**src/rtl/rv32i_id_top.sv**
```systemverilog
// rv32i_id_top: RV32I decode stage.
//   Sits directly after fetch. Each cycle it reads the 32x32 register file for
//   iw_in and resolves JAL/JALR/branches combinationally. It returns a
//   redirect (jump_enable/jump_addr) to fetch, squashes the single wrong-path
//   instruction that follows a taken jump, and registers the decoded operands
//   for execute.
//
// Optional feature: define RV32I_ID_FWD_EN to give the EX result (ex_fwd_*)
// priority over writeback write-through and the array on operand reads.
// Without the macro the ex_fwd_* inputs are ignored.
//
// Ports:
//   clk, reset                          clock; asynchronous active-high reset
//   iw_in, pc_in                        instruction word and its PC from fetch
//   wb_enable, wb_reg, wb_data          register-file writeback
//   ex_fwd_enable, ex_fwd_reg,
//   ex_fwd_data                         EX-stage forwarding source
//   jump_enable, jump_addr              combinational redirect to fetch
//   iw_out, pc_out                      registered instruction word and PC
//   rs1_data_out, rs2_data_out          registered operand values
//   wb_reg_out, wb_enable_out           registered rd and its write enable
//   valid_out, illegal_out              registered slot-live and illegal flags
//
// Parameters:
//   SQUASH_NOP  word placed on iw_out for squashed and reset slots
//   RF_RESET    1: x1..x31 cleared by reset; 0: array is not reset

module rv32i_id_top #(
  parameter logic [31:0] SQUASH_NOP = 32'h0000_0013,
  parameter int          RF_RESET   = 1
) (
  input  logic        clk,
  input  logic        reset,
  input  logic [31:0] iw_in,
  input  logic [31:0] pc_in,
  input  logic        wb_enable,
  input  logic [4:0]  wb_reg,
  input  logic [31:0] wb_data,
  input  logic        ex_fwd_enable,
  input  logic [4:0]  ex_fwd_reg,
  input  logic [31:0] ex_fwd_data,
  output logic        jump_enable,
  output logic [31:0] jump_addr,
  output logic [31:0] iw_out,
  output logic [31:0] pc_out,
  output logic [31:0] rs1_data_out,
  output logic [31:0] rs2_data_out,
  output logic [4:0]  wb_reg_out,
  output logic        wb_enable_out,
  output logic        valid_out,
  output logic        illegal_out
);

  localparam logic [6:0] OP_LUI    = 7'b0110111;
  localparam logic [6:0] OP_AUIPC  = 7'b0010111;
  localparam logic [6:0] OP_JAL    = 7'b1101111;
  localparam logic [6:0] OP_JALR   = 7'b1100111;
  localparam logic [6:0] OP_BRANCH = 7'b1100011;
  localparam logic [6:0] OP_LOAD   = 7'b0000011;
  localparam logic [6:0] OP_STORE  = 7'b0100011;
  localparam logic [6:0] OP_IMM    = 7'b0010011;
  localparam logic [6:0] OP_OP     = 7'b0110011;
  localparam logic [6:0] OP_FENCE  = 7'b0001111;
  localparam logic [6:0] OP_SYSTEM = 7'b1110011;

  logic [6:0]  opcode;
  logic [4:0]  rd;
  logic [2:0]  funct3;
  logic [4:0]  rs1;
  logic [4:0]  rs2;
  logic [31:0] imm_i;
  logic [31:0] imm_b;
  logic [31:0] imm_j;

  assign opcode = iw_in[6:0];
  assign rd     = iw_in[11:7];
  assign funct3 = iw_in[14:12];
  assign rs1    = iw_in[19:15];
  assign rs2    = iw_in[24:20];
  assign imm_i  = {{20{iw_in[31]}}, iw_in[31:20]};
  assign imm_b  = {{19{iw_in[31]}}, iw_in[31], iw_in[7], iw_in[30:25], iw_in[11:8], 1'b0};
  assign imm_j  = {{11{iw_in[31]}}, iw_in[31], iw_in[19:12], iw_in[20], iw_in[30:21], 1'b0};

  // Register file (x0 is not stored)
  logic [31:0] rf [1:31];

  generate
    if (RF_RESET != 0) begin : g_rf_rst
      always_ff @(posedge clk or posedge reset) begin
        if (reset) begin
          for (int i = 1; i < 32; i++) rf[i] <= '0;
        end else if (wb_enable && (wb_reg != 5'd0)) begin
          rf[wb_reg] <= wb_data;
        end
      end
    end else begin : g_rf_norst
      always_ff @(posedge clk) begin
        if (wb_enable && (wb_reg != 5'd0)) rf[wb_reg] <= wb_data;
      end
    end
  endgenerate

  // Read priority: EX forward (optional), then writeback write-through, then array.
  function automatic logic [31:0] read_reg(input logic [4:0] rs);
    logic [31:0] val;
    val = '0;
    if (rs != 5'd0) begin
      val = rf[rs];
      if (wb_enable && (wb_reg == rs)) val = wb_data;
`ifdef RV32I_ID_FWD_EN
      if (ex_fwd_enable && (ex_fwd_reg == rs)) val = ex_fwd_data;
`endif
    end
    return val;
  endfunction

`ifndef RV32I_ID_FWD_EN
  logic unused_fwd;
  assign unused_fwd = ^{ex_fwd_enable, ex_fwd_reg, ex_fwd_data};
`endif

  logic [31:0] rs1_val;
  logic [31:0] rs2_val;

  always_comb begin
    rs1_val = read_reg(rs1);
    rs2_val = read_reg(rs2);
  end

  // Decode and jump resolution
  logic        squash;
  logic        illegal;
  logic        writes_rd;
  logic        jump_cand;
  logic        br_taken;
  logic [31:0] target;

  always_comb begin
    illegal   = 1'b0;
    writes_rd = 1'b0;
    jump_cand = 1'b0;
    br_taken  = 1'b0;
    target    = '0;

    unique case (funct3)
      3'b000:  br_taken = (rs1_val == rs2_val);
      3'b001:  br_taken = (rs1_val != rs2_val);
      3'b100:  br_taken = ($signed(rs1_val) <  $signed(rs2_val));
      3'b101:  br_taken = ($signed(rs1_val) >= $signed(rs2_val));
      3'b110:  br_taken = (rs1_val <  rs2_val);
      3'b111:  br_taken = (rs1_val >= rs2_val);
      default: br_taken = 1'b0;
    endcase

    case (opcode)
      OP_LUI, OP_AUIPC, OP_IMM, OP_OP, OP_LOAD: writes_rd = 1'b1;
      OP_STORE, OP_FENCE, OP_SYSTEM: ;
      OP_JAL: begin
        writes_rd = 1'b1;
        jump_cand = 1'b1;
        target    = pc_in + imm_j;
      end
      OP_JALR: begin
        if (funct3 == 3'b000) begin
          writes_rd = 1'b1;
          jump_cand = 1'b1;
          target    = (rs1_val + imm_i) & ~32'h1;
        end else begin
          illegal = 1'b1;
        end
      end
      OP_BRANCH: begin
        // funct3 010/011 have no branch encoding
        if (funct3[2:1] == 2'b01) begin
          illegal = 1'b1;
        end else begin
          jump_cand = br_taken;
          target    = pc_in + imm_b;
        end
      end
      default: illegal = 1'b1;
    endcase
  end

  // The slot after a taken jump is wrong-path, so it can neither jump nor retire.
  assign jump_enable = jump_cand && !squash;
  assign jump_addr   = jump_enable ? target : 32'h0;

  always_ff @(posedge clk or posedge reset) begin
    if (reset) begin
      squash        <= 1'b0;
      iw_out        <= SQUASH_NOP;
      pc_out        <= '0;
      rs1_data_out  <= '0;
      rs2_data_out  <= '0;
      wb_reg_out    <= '0;
      wb_enable_out <= 1'b0;
      valid_out     <= 1'b0;
      illegal_out   <= 1'b0;
    end else begin
      squash       <= jump_enable;
      pc_out       <= pc_in;
      rs1_data_out <= rs1_val;
      rs2_data_out <= rs2_val;
      if (squash) begin
        iw_out        <= SQUASH_NOP;
        wb_reg_out    <= '0;
        wb_enable_out <= 1'b0;
        valid_out     <= 1'b0;
        illegal_out   <= 1'b0;
      end else begin
        iw_out        <= iw_in;
        wb_reg_out    <= rd;
        wb_enable_out <= writes_rd && !illegal && (rd != 5'd0);
        valid_out     <= 1'b1;
        illegal_out   <= illegal;
      end
    end
  end

endmodule

```
**config.mk**
```make
export PLATFORM = sky130hd
export DESIGN_NAME = rv32i_id_top
export DESIGN_NICKNAME = d
export VERILOG_FILES = /design/src/rtl/rv32i_id_top.sv
export SDC_FILE = /design/constraint.sdc
export NUM_CORES = 2
export LEC_CHECK = 0
export ABC_AREA = 1
export BUFFER_PORTS_ARGS = -buffer_cell sky130_fd_sc_hd__buf_4
export CAP_MARGIN = 20
export CORE_ASPECT_RATIO = 1.4
export CORE_MARGIN = 3
export CORE_UTILIZATION = 50
export DETAILED_ROUTE_END_ITERATION = 7
export PLACE_DENSITY = 0.66
export REMOVE_ABC_BUFFERS = 1
export SYNTH_ARGS = -nofsm -noshare
export SYNTH_HDL_FRONTEND = slang
export SYNTH_SLANG_ARGS = --single-unit
export TNS_END_PERCENT = 5
```
**constraint.sdc**
```tcl
create_clock -name clk -period 57.3 [get_ports clk]
set_clock_uncertainty 0.05 [all_clocks]
set_input_delay 17.19 -clock clk [delete_from_list [all_inputs] [get_ports clk]]
set_output_delay 17.19 -clock clk [all_outputs]
set_load 0.1 [all_outputs]
```
==> out/results.ini <==
[outcome]
outcome=finished clean

[sta]
period_minus_slack_ps=41890
slew-limit-headroom=0.166
slew_viol_final=0
tightest_slew_ps=1250
timing.final.crit_share=0.731
hold_viol=0
setup_viol_count_final=0
fin_setup_tns_ps=0
fmax_mhz=23.9
timing.final.ws_setup_ps=15410
grt_setup_unrepaired=no

[synth]
synth_edf_count=0
ys_ff_latch=1124
synthArstFlopShare=1.00
synth_ff_type=dfrtp_1
netlist_area_um2=62200
synth_cells=8087
synth.avg_cell_area_um2=7.69
yosysSeqAreaShare=0.452
yosys.cell_types.count=60
synth_warnings=0

[setup_path]
path_class=in -> out
required_ps=40060
critPathArrivalTime_ps=24650
start_kind=input port
crit_path_end_kind=output port
reg2reg_depth=20
cp_max_fo=36

[global_route]
grt-ovfl-total=0
grt.total_usage=0.415
antenna_found_initial=16
first_global_vias=60500
grt_max_degree=142
grt_pass1_wl_mm=400

[clock_network]
cts-root-buf=clkbuf_16
h-tree-depth=3
clock_path_buffers=3
hold_buffers=0
clock_latency_ps=790
cts_resized=0
cts_tree=yes
numCtsBuffers=113
cts.sinks=1124
clkTransAtPathRegs_ps=60
postCtsSetupRepairBufs=0

[final_layout]
final_common_cell=o21ai_0
drive_gt1_frac=0.0884
stdcell_area_um2=68900
mostFrequentLayoutCells=o21ai_0, nand2_1, dfrtp_1, a21oi_1, inv_1
synthToLayoutAreaGrowth_pct=10.7
final_nets=8160
finish.utilization=0.560

[drt]
drt-vias-per-instance=6.63
wl_mm=274
drc=0
drt_pass1_iterations=8
drt-initial-drc-count=9537
dr_total_vias=63900
avgRoutedWirePerCell_um=28.5
final_antenna_net_count=0

[worst_hold_path]
hp-class=reg -> reg
timing.hold.worst_path_depth=2

[place]
post-dp-hpwl_mm=156
post-place-ws_ps=16070
port_buffers=272
placed_area_um2=64800
place_congestion=0.977

[pwr]
p_per_area_nw_per_um2=34.9
leakage_nw=30.8
irDropWorstVdd_uv=28.6

[die]
dieHeight_um=423
placementRows=152
die_x_um=304
core_area_um2=123000
fp.dieArea_um2=129000
initial_core_util=0.506
io_pins=311

[run]
max-cap-violations=0

## cell families (layout without fill, tap and decap cells)
| group | after synthesis | count (layout) | synth area share |
|---|---|---|---|
| compound gates | 3144 | 3144 | 0.289 |
| xor+xnor | 9 | 9 | 0.00127 |
| fa+ha+maj | 108 | 108 | 0.0221 |
| buf+inv | 1287 | 1208 | 0.0810 |
| flops | 1124 | 1124 | 0.452 |
| other cells | 0 | 12 | 0 |
| simple gates | 2415 | 2415 | 0.155 |
## synthesized netlist by cell type, drive strengths merged (105+ instances only)
master,n,area [um2]
ha,105,1310
o221ai,120,1050
nand2,1548,5830
clkbuf,540,2030
dfrtp,1121,28100
a21oi,618,3100
nor2,543,2090
buf,152,772
o21ai,1770,8860
o211ai,225,1690
a221oi,112,981
nand3,180,913
inv,591,2220
## stage by stage
stage	std cells	hold slack [ps]	power [mW]
after floorplan	7395	403	1.40
after global placement	9401	416	1.58
after detailed placement	9403	423	1.59
after CTS	9616	438	2.38
after global routing	9626	450	2.51
final	9637	435	2.40
## critical path, cell delays in order
cell and delay, ps:
buf_4 100, buf_4 540, buf_4 800, nor2_4 360, inv_2 400, nor3_2 110, clkinv_1 80, buf_4 660
o21ai_0 200, a21oi_1 960, ha_1 270, nand2_1 60, nor2_1 180, nand4_1 250, nor3_2 400, nand3_1 280
o31ai_1 240, o21ai_0 110, a21oi_1 120, nand3_1 90, nand2_1 80, nand2_1 50, nand2_1 130, buf_4 390
a21oi_1 160, buf_4 270
## registers in the layout (all words and copies together) (netlist names)
name and cells:
illegal_out 1, wb_enable_out 1, iw_out 28, wb_reg_out 4
rs2_data_out 32, rf 992, rs1_data_out 32, pc_out 32
squash 1, valid_out 1
## layer usage
metal	global-route usage	up-vias	share of wire	wire, um
met2	0.625	4846	0.43	118000
met3	0.122	1161	0.13	36500
met5	0	-	0.00022	61
met4	0.283	8	0.079	21800
li1	-	27600	-	-
met1	0.515	30300	0.36	98100
## final timing paths
kind / start / end / slack, ps
setup / recovery: iw_in[18] / jump_addr[9] / 15410
hold / removal: rf[969] / rf[969] / 440
setup reg to reg: rf[543] / squash / 52690
hold reg to reg: rf[969] / rf[969] / 440
max in group asynchronous: reset / rf[976] / 36840
min in group asynchronous: reset / rf[258] / 16490
## cell type report
type                    instances  area, um2
clock buffers                 162       3280
diodes                         12       30.0
well taps                    1617       2020
fillers                     11500      54200
inverters                     595       2280
repair buffers                400       3140
clock inverters                51        638
multi-input cells            5676      29400
flip-flops and latches       1124      28100
## power by group
part	leakage (nW)	total [mW]	internal (mW)	switching [mW]
Clock	1.93	0.798	0.453	0.344
Sequential	14.1	1.04	0.941	0.0958
Combinational	14.8	0.566	0.170	0.397
No activity file was read; power rests on OpenSTA's default activity.
